`config.mk`:
```
export PLATFORM = sky130hd
export DESIGN_NAME = costas_loop_filter
export DESIGN_NICKNAME = d
export VERILOG_FILES = /design/src/rtl/costas_loop_filter.sv
export SDC_FILE = /design/constraint.sdc
export NUM_CORES = 1
export LEC_CHECK = 0
export ABC_AREA = 1
export CAP_MARGIN = 10
export CORE_ASPECT_RATIO = 1.25
export CORE_MARGIN = 2
export CORE_UTILIZATION = 59
export CTS_BUF_LIST = sky130_fd_sc_hd__clkbuf_4
export DETAILED_ROUTE_END_ITERATION = 10
export DONT_BUFFER_PORTS = 1
export PLACE_DENSITY = 0.75
export SLEW_MARGIN = 40
export SYNTH_ARGS = -nofsm -noshare
export SYNTH_HDL_FRONTEND = slang
export SYNTH_SLANG_ARGS = --single-unit
```
`constraint.sdc`:
```
create_clock -name clk -period 4.5 [get_ports clk]
set_input_delay 1.125 -clock clk [delete_from_list [all_inputs] [get_ports clk]]
set_output_delay 1.125 -clock clk [all_outputs]
set_load 0.01 [all_outputs]
```
`src/rtl/costas_loop_filter.sv`:
```
// PI loop filter for the Costas carrier-recovery loop: phase error in, NCO frequency correction out.
// Optional lock detector compiled in with `define COSTAS_LOCK_DET_EN.
module costas_loop_filter #(
    parameter int WIDTH       = 16,
    parameter int ACC_WIDTH   = 24,
    parameter int LOCK_THRESH = 2048,
    parameter int LOCK_COUNT  = 256
) (
    input  logic             clk,
    input  logic             rst,
    input  logic             enable,
    input  logic             clear,
    input  logic [3:0]       KP_SHIFT,
    input  logic [3:0]       KI_SHIFT,
    input  logic [WIDTH-1:0] error_tdata,
    input  logic             error_tvalid,
    output logic [WIDTH-1:0] feedback_tdata,
    output logic             feedback_tvalid,
    output logic             sat,
    output logic             locked
);
    localparam int PAD = ACC_WIDTH - WIDTH;
    localparam logic signed [ACC_WIDTH-1:0] ACC_MAX = {1'b0, {(ACC_WIDTH-1){1'b1}}};
    localparam logic signed [ACC_WIDTH-1:0] ACC_MIN = {1'b1, {(ACC_WIDTH-1){1'b0}}};

    logic signed [ACC_WIDTH-1:0] e_scaled, prop, integ_inc;
    logic signed [ACC_WIDTH-1:0] integ, prop_r, integ_sat, sum_sat;
    logic signed [ACC_WIDTH:0]   integ_wide, sum_wide;
    logic                        integ_clip, sum_clip;
    logic                        v1, sat1, clr_pend, clr_eff;

    always_comb begin
        e_scaled   = $signed({error_tdata, {PAD{1'b0}}});
        prop       = e_scaled >>> KP_SHIFT;
        integ_inc  = e_scaled >>> KI_SHIFT;
        integ_wide = {integ[ACC_WIDTH-1], integ} + {integ_inc[ACC_WIDTH-1], integ_inc};
        integ_clip = integ_wide[ACC_WIDTH] != integ_wide[ACC_WIDTH-1];
        integ_sat  = integ_clip ? (integ_wide[ACC_WIDTH] ? ACC_MIN : ACC_MAX)
                                : integ_wide[ACC_WIDTH-1:0];
        // Stage 2 reads the integrator after its own sample's update.
        sum_wide   = {prop_r[ACC_WIDTH-1], prop_r} + {integ[ACC_WIDTH-1], integ};
        sum_clip   = sum_wide[ACC_WIDTH] != sum_wide[ACC_WIDTH-1];
        sum_sat    = sum_clip ? (sum_wide[ACC_WIDTH] ? ACC_MIN : ACC_MAX)
                              : sum_wide[ACC_WIDTH-1:0];
        clr_eff    = clear | clr_pend;
    end

    always_ff @(posedge clk) begin
        if (rst) begin
            integ           <= '0;
            prop_r          <= '0;
            v1              <= 1'b0;
            sat1            <= 1'b0;
            clr_pend        <= 1'b0;
            feedback_tdata  <= '0;
            feedback_tvalid <= 1'b0;
            sat             <= 1'b0;
        end else if (enable) begin
            clr_pend        <= 1'b0;
            v1              <= error_tvalid;
            feedback_tvalid <= v1;
            if (clr_eff)
                integ <= '0;
            else if (error_tvalid)
                integ <= integ_sat;
            if (error_tvalid) begin
                prop_r <= prop;
                sat1   <= integ_clip & ~clr_eff;
            end
            if (v1) begin
                feedback_tdata <= WIDTH'(sum_sat >>> PAD);
                sat            <= sat1 | sum_clip;
            end
        end else begin
            // A clear seen while frozen is remembered for the next enabled cycle.
            feedback_tvalid <= 1'b0;
            if (clear)
                clr_pend <= 1'b1;
        end
    end

`ifdef COSTAS_LOCK_DET_EN
    localparam int CW = $clog2(LOCK_COUNT + 1);
    localparam logic [CW-1:0]  CNT_MAX = CW'(LOCK_COUNT);
    localparam logic [WIDTH:0] THRESH  = (WIDTH+1)'(LOCK_THRESH);

    logic signed [WIDTH:0] err_ext;
    logic        [WIDTH:0] err_abs;
    logic        [CW-1:0]  lock_cnt, lock_cnt_next;

    always_comb begin
        err_ext       = {error_tdata[WIDTH-1], error_tdata};
        err_abs       = err_ext[WIDTH] ? -err_ext : err_ext;
        lock_cnt_next = (lock_cnt == CNT_MAX) ? CNT_MAX : lock_cnt + 1'b1;
    end

    always_ff @(posedge clk) begin
        if (rst) begin
            lock_cnt <= '0;
            locked   <= 1'b0;
        end else if (enable && error_tvalid) begin
            if (err_abs < THRESH) begin
                lock_cnt <= lock_cnt_next;
                locked   <= (lock_cnt_next == CNT_MAX);
            end else begin
                lock_cnt <= '0;
                locked   <= 1'b0;
            end
        end
    end
`else
    assign locked = 1'b0;
`endif
endmodule

```
==> summary.txt, run 1 <==
Status
  • Status: completed

Yosys
  • Avg Cell Area, Syn: 5.77 um^2
  • Mapped cell area: 7070 um^2
  • Largest area contributor in the netlist: nand2_1
  • Mapped Cells: 1,225
  • #FFs+latches synth: 69
  • Synth Warn #: 0
  • Most frequent cells after synthesis: nand2_1 (430), inv_1 (133), o21ai_0 (116)
  • Syn Nets: 1,302
  • Most used DFF post-synth: dfxtp_1
  • Yosys cell types: 40
  • Share of the synthesized area in the top cell type: 0.228
  • Sequential area share after synthesis: 0.195
  • Ranking of synthesized cells by area: nand2_1 (23%), dfxtp_1 (20%), ha_1 (8.3%)
  • Cell with the most instances after synthesis: nand2_1
  • EDFF count, synth: 0
  • Ys async rst share: 0

Drt
  • Iter 0 DRT Violations: 436
  • DRC viols: 0
  • Avg WL per Cell: 15.0 um
  • Routed via count: 7,667
  • Drt first pass iters: 5
  • Total Wirelength: 20,400 um
  • Antenna Violating Nets Remaining: 0
  • Vias per cell: 5.62

Power
  • Int Power: 0.000974 W
  • PwrDens: 217 nW/um^2
  • Logic gate share of total power: 0.317
  • IR Drop Worst-Case VDD: 0.000123 V
  • Clock power frac: 0.258
  • NetSw: 0.000594 W
  • Power consumption: 0.00157 W
  • Pleak: 3.58 nW
  • Reg power frac: 0.425
  • Switching Fraction: 0.379

GRT
  • GR Util All Layers: 0.314
  • Antenna violations before repair: 1
  • Total gr overflow: 0
  • First-pass GRT wire length: 32,500 um
  • Largest net degree at the start of global routing: 43
  • Vias in the first global route: 6,724

STA
  • Setup Viol. Count Final: 0
  • Fin crit share: 0.840
  • TNS Setup: 0 ns
  • Hold Slack: 0.465 ns
  • Final setup skew: 0.0154 ns
  • Max Transition Viols Final: 0
  • Worst Tran Pin Value: 0.728 ns
  • Final Hold Fails: 0
  • Worst slew margin: 0.512
  • Peak Freq: 264 MHz
  • Period minus WS final: 3.78 ns
  • RSZ-0062 raised after global routing: no

Worst setup path
  • CP max FO: 23
  • Crit Path Class: input pin to register
  • Crit start category: input pin
  • Worst EP arrival: 4.13 ns
  • CP Capture Type: register
  • Req. time, crit path: 4.85 ns
  • Worst r2r src: integ[0]
  • Reg2Reg Depth: 14
  • Register-to-register setup slack: 1.84 ns
  • RR Endpoint: integ[10]

Floorplan
  • Die area: 12,900 um^2
  • # IOs: 48
  • Core Box Area: 11,700 um^2
  • Die H: 126 um
  • Initial Util: 0.605
  • Chip width: 102 um
  • FP Rows: 44

Clocking
  • Max clock buf depth: 2
  • CTS root buffer: clkbuf_4
  • Clk pin slew, worst setup/hold paths: 0.12 ns
  • Post-CTS setup buffer count: 0
  • PostCTS Resize Cnt: 0
  • Worst-Skew Late Latency: 0.45 ns
  • CTS H-tree lvls: 3
  • TritonCTS clock tree: yes
  • Cts bufs inserted: 9
  • Num Clock Sinks: 69
  • Hold buffers post-CTS: 0

Cells and area
  • Fraction of layout cells with a size suffix above 1: 0.0324
  • Non-filler cells, final: 1,364
  • Area grow syn2layout: 2.28%
  • Nets: 1,274
  • Final instance area: 7230 um^2

Placed design
  • RD Place Congestion: 0.993
  • Inst Count DP: 1,347
  • Port-buffer cells: 0
  • DP HPWL: 16,400 um
  • Area after DPL: 7090 um^2

Hold path
  • HP Start: v1
  • Hold crit path type: register to register
  • Hold Path Cell Cnt: 2
  • Hold EP: v1

Run
  • Max cap viols: 0
-- sequential cells by signal, indices dropped and copies added, names as in the netlist --
name / count
integ: 24
prop_r: 24
feedback_tdata: 16
clr_pend: 1
feedback_tvalid: 1
sat: 1
sat1: 1
v1: 1
-- layout make-up --
class,instances,area [um^2]
inverters,136,510
well taps,161,201
clock buffers,9,67.6
flip-flops and latches,69,1380
clock inverters,7,66.3
diodes,1,2.50
multi-input cells,977,4970
fillers,1264,4440
repair buffers,4,30.0
-- layer usage --
layer  global-route usage  vias up  share of wire
li1                     -     3959              -
met1                0.406     3422           0.42
met2                0.537      242           0.50
met3               0.0281       44          0.049
met4                0.122        0          0.033
met5                    0        -              0
-- cells by family (layout without fill, tap and decap cells) --
kind of cell	count (synthesis)	after routing	share of synthesized area
buffers and inverters	179	156	0.102
other	1	2	0.000531
muxes	14	14	0.0198
adders and majority gates	48	48	0.0860
AOI/OAI and AO/OA	258	258	0.200
DFF	69	69	0.195
and+or+nand+nor	630	630	0.365
xor gates and xnor gates	26	26	0.0322
-- cells in the final DEF (no fill, tap or decap), drive strengths merged, types with 9 or more instances in the layout --
| cell type | netlist | layout |
|---|---|---|
| xnor2 | 12 | 12 |
| nand2 | 436 | 436 |
| nand3 | 68 | 68 |
| xor2 | 14 | 14 |
| nor3 | 12 | 12 |
| nand4 | 25 | 25 |
| ha | 47 | 47 |
| a31oi | 16 | 16 |
| mux2i | 14 | 14 |
| dfxtp | 69 | 69 |
| nor2 | 83 | 83 |
| a21oi | 94 | 94 |
| inv | 134 | 134 |
| o21ai | 118 | 118 |
| clkbuf | 31 | 9 |
| o21bai | 12 | 12 |
-- stage by stage --
| stage | setup slack (ns) | utilization |
|---|---|---|
| 2_1_floorplan | 0.768 | - |
| 3_3_place_gp | 0.328 | 0.607 |
| 3_5_place_dp | 0.276 | 0.607 |
| 4_1_cts | 0.758 | 0.619 |
| 5_1_grt | 0.366 | 0.619 |
| 6_report | 0.718 | 0.619 |
-- power groups by stage --
stage | combinational, W | sequential [W] | clock (W)
2_1_floorplan | 0.000409 | 0.000669 | 0
3_3_place_gp | 0.000485 | 0.000679 | 0
3_5_place_dp | 0.000487 | 0.000680 | 0
4_1_cts | 0.000491 | 0.000666 | 0.000412
5_1_grt | 0.000559 | 0.000670 | 0.000438
6_report | 0.000497 | 0.000666 | 0.000404
-- how the worst max path moves through the flow --
stage	slack, ns	to	cells past startpoint	from
CTS	0.76	integ[10]	18	KI_SHIFT[1]
global placement	0.33	integ[3]	18	KI_SHIFT[1]
global route	0.37	integ[1]	20	error_tdata[6]
finish	0.72	integ[10]	18	KI_SHIFT[1]
detailed placement	0.28	integ[10]	18	KI_SHIFT[1]
floorplan	0.77	integ[10]	21	KI_SHIFT[0]
-- worst max-delay path, stage by stage --
cell and delay (ns):
inv_2 0.21, mux2i_1 0.22, inv_1 0.07, o21ai_0 0.29
o22ai_1 0.22, fa_1 0.51, nand3_1 0.10, nand2_1 0.13
nand2_1 0.09, nand2_1 0.13, nand2_2 0.14, nand3_2 0.08
nand2_1 0.08, nand2_2 0.08, nand2_2 0.34, nand3_1 0.15
nand2_1 0.10, a21oi_1 0.06
Power figures use the tool's default switching activity.
==> inputs of run 2 (changes only) <==
==> constraint.sdc (replaced) <==
create_clock -name clk -period 3.7 [get_ports clk]
set_input_delay 0.925 -clock clk [delete_from_list [all_inputs] [get_ports clk]]
set_output_delay 0.925 -clock clk [all_outputs]
set_load 0.01 [all_outputs]
==> run 2 against run 1 <==
  * Via count rose by 2.6%
  * Largest power group unchanged
  * Worst setup slack got worse by 0.41 ns
  * Clock skew rose by 0.0091 ns
  * Worst hold slack improved by 0.0022 ns
  * Sequential power rose by 22%
  * Power rose by 34%
  * Design area rose by 5.8%
  * Critical path type unchanged
  * First-iteration DRC count rose by 34%
  * Die area did not move
  * Combinational power rose by 35%
  * Non-clock buffer count rose by 43
==> summary.txt, run 2 (synthesized netlist as in run 1, its figures left out) <==
Status
  • Status: completed

GRT
  • Largest net degree at the start of global routing: 43
  • Antenna violations before repair: 1
  • GR Util All Layers: 0.318
  • Vias in the first global route: 6,868
  • Total gr overflow: 0
  • First-pass GRT wire length: 32,600 um

Drt
  • Antenna Violating Nets Remaining: 0
  • Vias per cell: 5.59
  • Total Wirelength: 20,800 um
  • Drt first pass iters: 7
  • DRC viols: 0
  • Routed via count: 7,869
  • Avg WL per Cell: 14.8 um
  • Iter 0 DRT Violations: 583

Worst setup path
  • Critical Path End: integ[1]
  • Crit start category: input pin
  • CP max FO: 23
  • Worst r2r src: integ[1]
  • Reg2Reg Depth: 13
  • Req. time, crit path: 4.07 ns
  • CP Capture Type: register
  • RR Endpoint: feedback_tdata[3]
  • Register-to-register setup slack: 1.03 ns
  • Crit Path Class: input pin to register
  • Critical Path Source: error_tdata[11]
  • Worst EP arrival: 3.76 ns

Clocking
  • PostCTS Resize Cnt: 0
  • Cts bufs inserted: 9
  • Worst-Skew Late Latency: 0.45 ns
  • Hold buffers post-CTS: 0
  • Post-CTS setup buffer count: 0
  • CTS H-tree lvls: 3
  • CTS root buffer: clkbuf_4
  • TritonCTS clock tree: yes
  • Num Clock Sinks: 69
  • Clk pin slew, worst setup/hold paths: 0.12 ns
  • Max clock buf depth: 2

STA
  • Final setup skew: 0.0245 ns
  • Max Transition Viols Final: 0
  • Peak Freq: 295 MHz
  • Fin crit share: 0.916
  • RSZ-0062 raised after global routing: no
  • Worst Tran Pin Value: 0.757 ns
  • Fin worst setup slack: 0.309 ns
  • Worst slew margin: 0.495
  • TNS Setup: 0 ns
  • Final Hold Fails: 0
  • Period minus WS final: 3.39 ns
  • Hold Slack: 0.467 ns
  • Setup Viol. Count Final: 0

Floorplan
  • # IOs: 48
  • Core Box Area: 11,700 um^2
  • Die H: 126 um
  • Initial Util: 0.605
  • FP Rows: 44
  • Die area: 12,900 um^2
  • Chip width: 102 um

Cells and area
  • Final instance area: 7650 um^2
  • Area grow syn2layout: 8.23%
  • Fraction of layout cells with a size suffix above 1: 0.0675
  • Nets: 1,317
  • Commonest cells after routing, fill and taps aside: nand2_1 (430), inv_1 (133), o21ai_0 (116)
  • Non-filler cells, final: 1,407
  • Commonest non-fill, non-tap cell in the layout: nand2_1
  • Largest regs: integ: 24 flops, prop_r: 24 flops, feedback_tdata: 16 flops
  • Fillcell total: 1,180
  • Sequential Area: 1380 um^2
  • Multi-input combinational cell area: 4970 um^2

Placed design
  • Placement Setup Slack: -0.0986 ns
  • DP HPWL: 17,000 um
  • Port-buffer cells: 0
  • Area after DPL: 7460 um^2
  • Inst Count DP: 1,390
  • RD Place Congestion: 1.09

Hold path
  • Hold crit path type: register to register

Power
  • IR Drop Worst-Case VDD: 0.000147 V
  • PwrDens: 275 nW/um^2
  • Pleak: 3.85 nW

Run
  • Max cap viols: 0
run 2: critical path: stages:
cell and delay, ns:
inv_1 0.03, o21ai_0 0.30, o21ai_0 0.18, o21ai_0 0.31, nand2_1 0.10, nand2_1 0.15
ha_1 0.31, a21oi_1 0.24, nand2_1 0.12, a21oi_1 0.26, nand3_2 0.13, nand2_1 0.09
nand2_2 0.09, a21boi_4 0.16, buf_12 0.17, nand2_1 0.06, a21oi_1 0.13
run 2: worst min path at each step:
stage          startpoint        end  slack [ns]  cells past startpoint
4_1_cts                v1         v1        0.47                      2
5_1_grt         prop_r[0]  prop_r[0]        0.50                      2
6_report               v1         v1        0.47                      2
3_5_place_dp           v1         v1        0.44                      2
2_1_floorplan          v1         v1        0.44                      2
3_3_place_gp           v1         v1        0.44                      2
run 2: per-stage QoR:
step	utilization	total power, W
floorplan	-	0.00131
global placement	0.639	0.00148
detailed placement	0.639	0.00148
CTS	0.655	0.00209
global route	0.655	0.00222
finish	0.655	0.00211
run 2: cell type report:
cell class,count,share of cell area
diodes,1,0.000327
clock buffers,9,0.00883
repair buffers,47,0.0527
well taps,161,0.0263
multi-input cells,977,0.650
inverters,136,0.0667
flip-flops and latches,69,0.181
clock inverters,7,0.0149
run 2: metal layers:
metal | up-vias | global-route usage | part of all wire
met4 | 0 | 0.135 | 0.039
li1 | 4055 | - | -
met3 | 54 | 0.0303 | 0.047
met1 | 3509 | 0.395 | 0.43
met5 | - | 0 | 0
met2 | 251 | 0.553 | 0.48
run 2: power breakdown:
part / switching [W] / total, W / internal (W)
Combinational: 0.000415 / 0.000672 / 0.000257
Clock: 0.000285 / 0.000625 / 0.000339
Sequential: 0.0000328 / 0.000810 / 0.000777
==> inputs of run 3 (changes only) <==
--- a/config.mk
+++ b/config.mk
@@ -5,10 +5,7 @@
 export SDC_FILE = /design/constraint.sdc
 export NUM_CORES = 1
 export LEC_CHECK = 0
-export ABC_AREA = 1
 export CAP_MARGIN = 10
-export CORE_ASPECT_RATIO = 1.25
-export CORE_MARGIN = 2
 export CORE_UTILIZATION = 59
 export CTS_BUF_LIST = sky130_fd_sc_hd__clkbuf_4
 export DETAILED_ROUTE_END_ITERATION = 10
==> run 3 against run 2 <==
  * The flow now finishes with violations (setup timing)
  * Maximum frequency shrank 8.8%
  * Power up 9.0%
  * Final cell count shrank 27%
  * Die area is 13% lower
  * Area after synthesis decreased by 9.8%
  * Flip-flop and latch count unchanged
  * Global-route usage up 2.1 points
  * Synthesized cell count fell by 31%
  * Non-clock buffer count up 41
  * Clock power fell by 11%
  * Largest cell class unchanged
==> summary.txt, run 3 <==
Yosys
  • Share of the synthesized area in the top cell type: 0.217
  • Syn Nets: 919
  • Most used DFF post-synth: dfxtp_1
  • Synth Area in Adders: 0.0954
  • #FFs+latches synth: 69
  • Yosys cell types: 67
  • EDFF count, synth: 0
  • Simple logic cell fraction of the synthesized area: 0.197
  • Largest area contributor in the netlist: dfxtp_1
  • Synth Area in Compound Gates: 0.293
  • Mapped Cells: 842
  • Synth Warn #: 0
  • Sequential area share after synthesis: 0.217
  • Mapped cell area: 6370 um^2
  • Cell with the most instances after synthesis: nand2_1
  • XOR/XNOR Fraction of Synth Area: 0.0522
  • Avg Cell Area, Syn: 7.57 um^2
  • Largest family of logic cells by synthesized area: compound AO/OA/AOI/OAI gates
  • Ranking of synthesized cells by area: dfxtp_1 (22%), ha_1 (9.2%), nand2_1 (7.4%)
  • Ys async rst share: 0
  • Multiplexer area fraction after synthesis: 0.102
  • Most frequent cells after synthesis: nand2_1 (126), a21oi_1 (94), nor2_1 (93)

Drt
  • Total Wirelength: 19,400 um
  • Avg WL per Cell: 18.8 um
  • Drt first pass iters: 7
  • Vias per cell: 6.38
  • DRC viols: 0
  • Iter 0 DRT Violations: 544
  • Routed via count: 6,573
  • Antenna Violating Nets Remaining: 0

Worst setup path
  • Worst path slowest cell: mux4_2
  • Crit start category: input pin
  • CP max FO: 22
  • Largest stage delay, worst path: 0.54 ns
  • Req. time, crit path: 4.02 ns
  • Worst path cell trace: mux4_2 > mux2i_4 > buf_6 > mux2i_2 > ha_1 > a21oi_1 > o21ai_1 > a22o_1 > and3_4 > a211oi_4 > o21ai_2 > xnor2_2 > xor2_4 > buf_6 > clkbuf_16 > a22oi_2
  • Worst EP arrival: 4.04 ns
  • CP Capture Type: register
  • Cell mode on critical path: buf_6
  • Crit Path Class: input pin to register
  • Register-to-register setup slack: 0.61 ns

Floorplan
  • Die area: 11,200 um^2
  • Die H: 106 um
  • Core Box Area: 10,400 um^2
  • FP Rows: 37
  • Initial Util: 0.612
  • Chip width: 106 um
  • # IOs: 48

Cells and area
  • Non-filler cells, final: 1,031
  • Largest regs: integ: 24 flops, prop_r: 24 flops, feedback_tdata: 16 flops
  • Fraction of layout cells with a size suffix above 1: 0.220
  • Area grow syn2layout: 18.1%
  • Multi-input combinational cell area: 4990 um^2
  • Diodes inserted: 0
  • Fillcell total: 829
  • Nets: 967
  • Commonest cells after routing, fill and taps aside: nand2_1 (125), a21oi_1 (90), nor2_1 (87)
  • Commonest non-fill, non-tap cell in the layout: nand2_1
  • Sequential Area: 1380 um^2

Clocking
  • Num Clock Sinks: 69
  • TritonCTS clock tree: yes
  • Clk pin slew, worst setup/hold paths: 0.11 ns
  • Max clock buf depth: 2
  • Worst-Skew Late Latency: 0.44 ns
  • CTS H-tree lvls: 3
  • CTS root buffer: clkbuf_4
  • Hold buffers post-CTS: 0
  • Cts bufs inserted: 9

STA
  • Final setup skew: 0.0216 ns
  • RSZ-0062 raised after global routing: yes
  • Fin worst setup slack: -0.0192 ns
  • Final Hold Fails: 0
  • Setup Viol. Count Final: 7
  • Peak Freq: 269 MHz
  • Worst slew margin: 0.459
  • Fin crit share: 1.01
  • Max Transition Viols Final: 0
  • Worst Tran Pin Value: 0.806 ns
  • Period minus WS final: 3.72 ns

GRT
  • Vias in the first global route: 6,185
  • Total gr overflow: 0
  • Largest net degree at the start of global routing: 49
  • Antenna violations before repair: 0
  • First-pass GRT wire length: 30,000 um
  • GR Util All Layers: 0.339

Run
  • Max cap viols: 0

Placed design
  • Port-buffer cells: 0
  • RD Place Congestion: 0.956
  • DP HPWL: 14,300 um
  • Inst Count DP: 997

Power
  • Power consumption: 0.00230 W
  • IR Drop Worst-Case VDD: 0.000254 V
  • Pleak: 3.24 nW
  • PwrDens: 305 nW/um^2

Status
  • Status: complete, but fails checks
  • Failing checks: setup timing

Hold path
  • Hold crit path type: register to register
==> run 3: report_power, final <==
part | internal, W | leakage, nW | switching [W] | total, W
Sequential | 0.000780 | 0.562 | 0.0000409 | 0.000821
Combinational | 0.000438 | 2.60 | 0.000483 | 0.000921
Clock | 0.000270 | 0.0814 | 0.000284 | 0.000554
Total | 0.00149 | 3.24 | 0.000807 | 0.00230
==> run 3: worst max-delay path, delay by kind of cell <==
| family | cells | cell delay [ns] |
|---|---|---|
| fa+ha+maj | 1 | 0.35 |
| compound gates | 6 | 0.85 |
| buf+inv | 3 | 0.42 |
| simple gates | 1 | 0.19 |
| mux | 3 | 0.80 |
| xor+xnor | 2 | 0.50 |
==> run 3: what timing repair did <==
action	4_1_cts	5_1_grt
gates cloned	1	3
setup endpoints to repair	24	24
setup buffers	3	11
pin swaps	6	59
gates resized for setup	12	48
==> run 3: logic make-up (layout without fill, tap and decap cells) <==
group / after synthesis / after routing
AND/OR/NAND/NOR: 293 / 293
AO/OA/AOI/OAI: 273 / 273
flip-flops: 69 / 69
buffers and inverters: 65 / 118
multiplexers: 58 / 58
adder cells (fa/ha/maj): 48 / 48
XOR/XNOR: 35 / 35
other: 1 / 1
==> run 3: stage by stage <==
stage / TNS, ns / utilization / area (um^2) / setup WS, ns / hold WS [ns]
after global placement: -13.69 / 0.667 / 6940 / -0.586 / 0.442
after CTS: -0.0369 / 0.691 / 7190 / -0.00650 / 0.467
after detailed placement: -14.64 / 0.667 / 6940 / -0.623 / 0.451
final: -0.0875 / 0.723 / 7530 / -0.0192 / 0.463
after floorplan: -7.55 / - / 6470 / -0.334 / 0.433
after global routing: -2.24 / 0.723 / 7530 / -0.120 / 0.483
==> run 3: final cells by class <==
class	instances	area share
multi-input cells	708	0.663
flip-flops and latches	69	0.183
repair buffers	88	0.103
well taps	136	0.0226
clock inverters	7	0.0118
clock buffers	9	0.00897
inverters	13	0.00698
repair inverters	1	0.000997
==> run 3: routing by layer <==
layer  vias up  GRT usage  routed length [um]
li1       3154          -                   -
met1      3085      0.419                8180
met2       277      0.583                9500
met3        57     0.0625                1100
met4         0      0.126                 638
met5         -          0                   0
==> run 3: final timing paths <==
| check | from | to | depth (start not counted) |
|---|---|---|---|
| setup / recovery | KI_SHIFT[0] | integ[3] | 16 |
| hold / removal | prop_r[9] | prop_r[9] | 2 |
| setup reg to reg | integ[10] | sat | 10 |
| hold reg to reg | prop_r[9] | prop_r[9] | 2 |
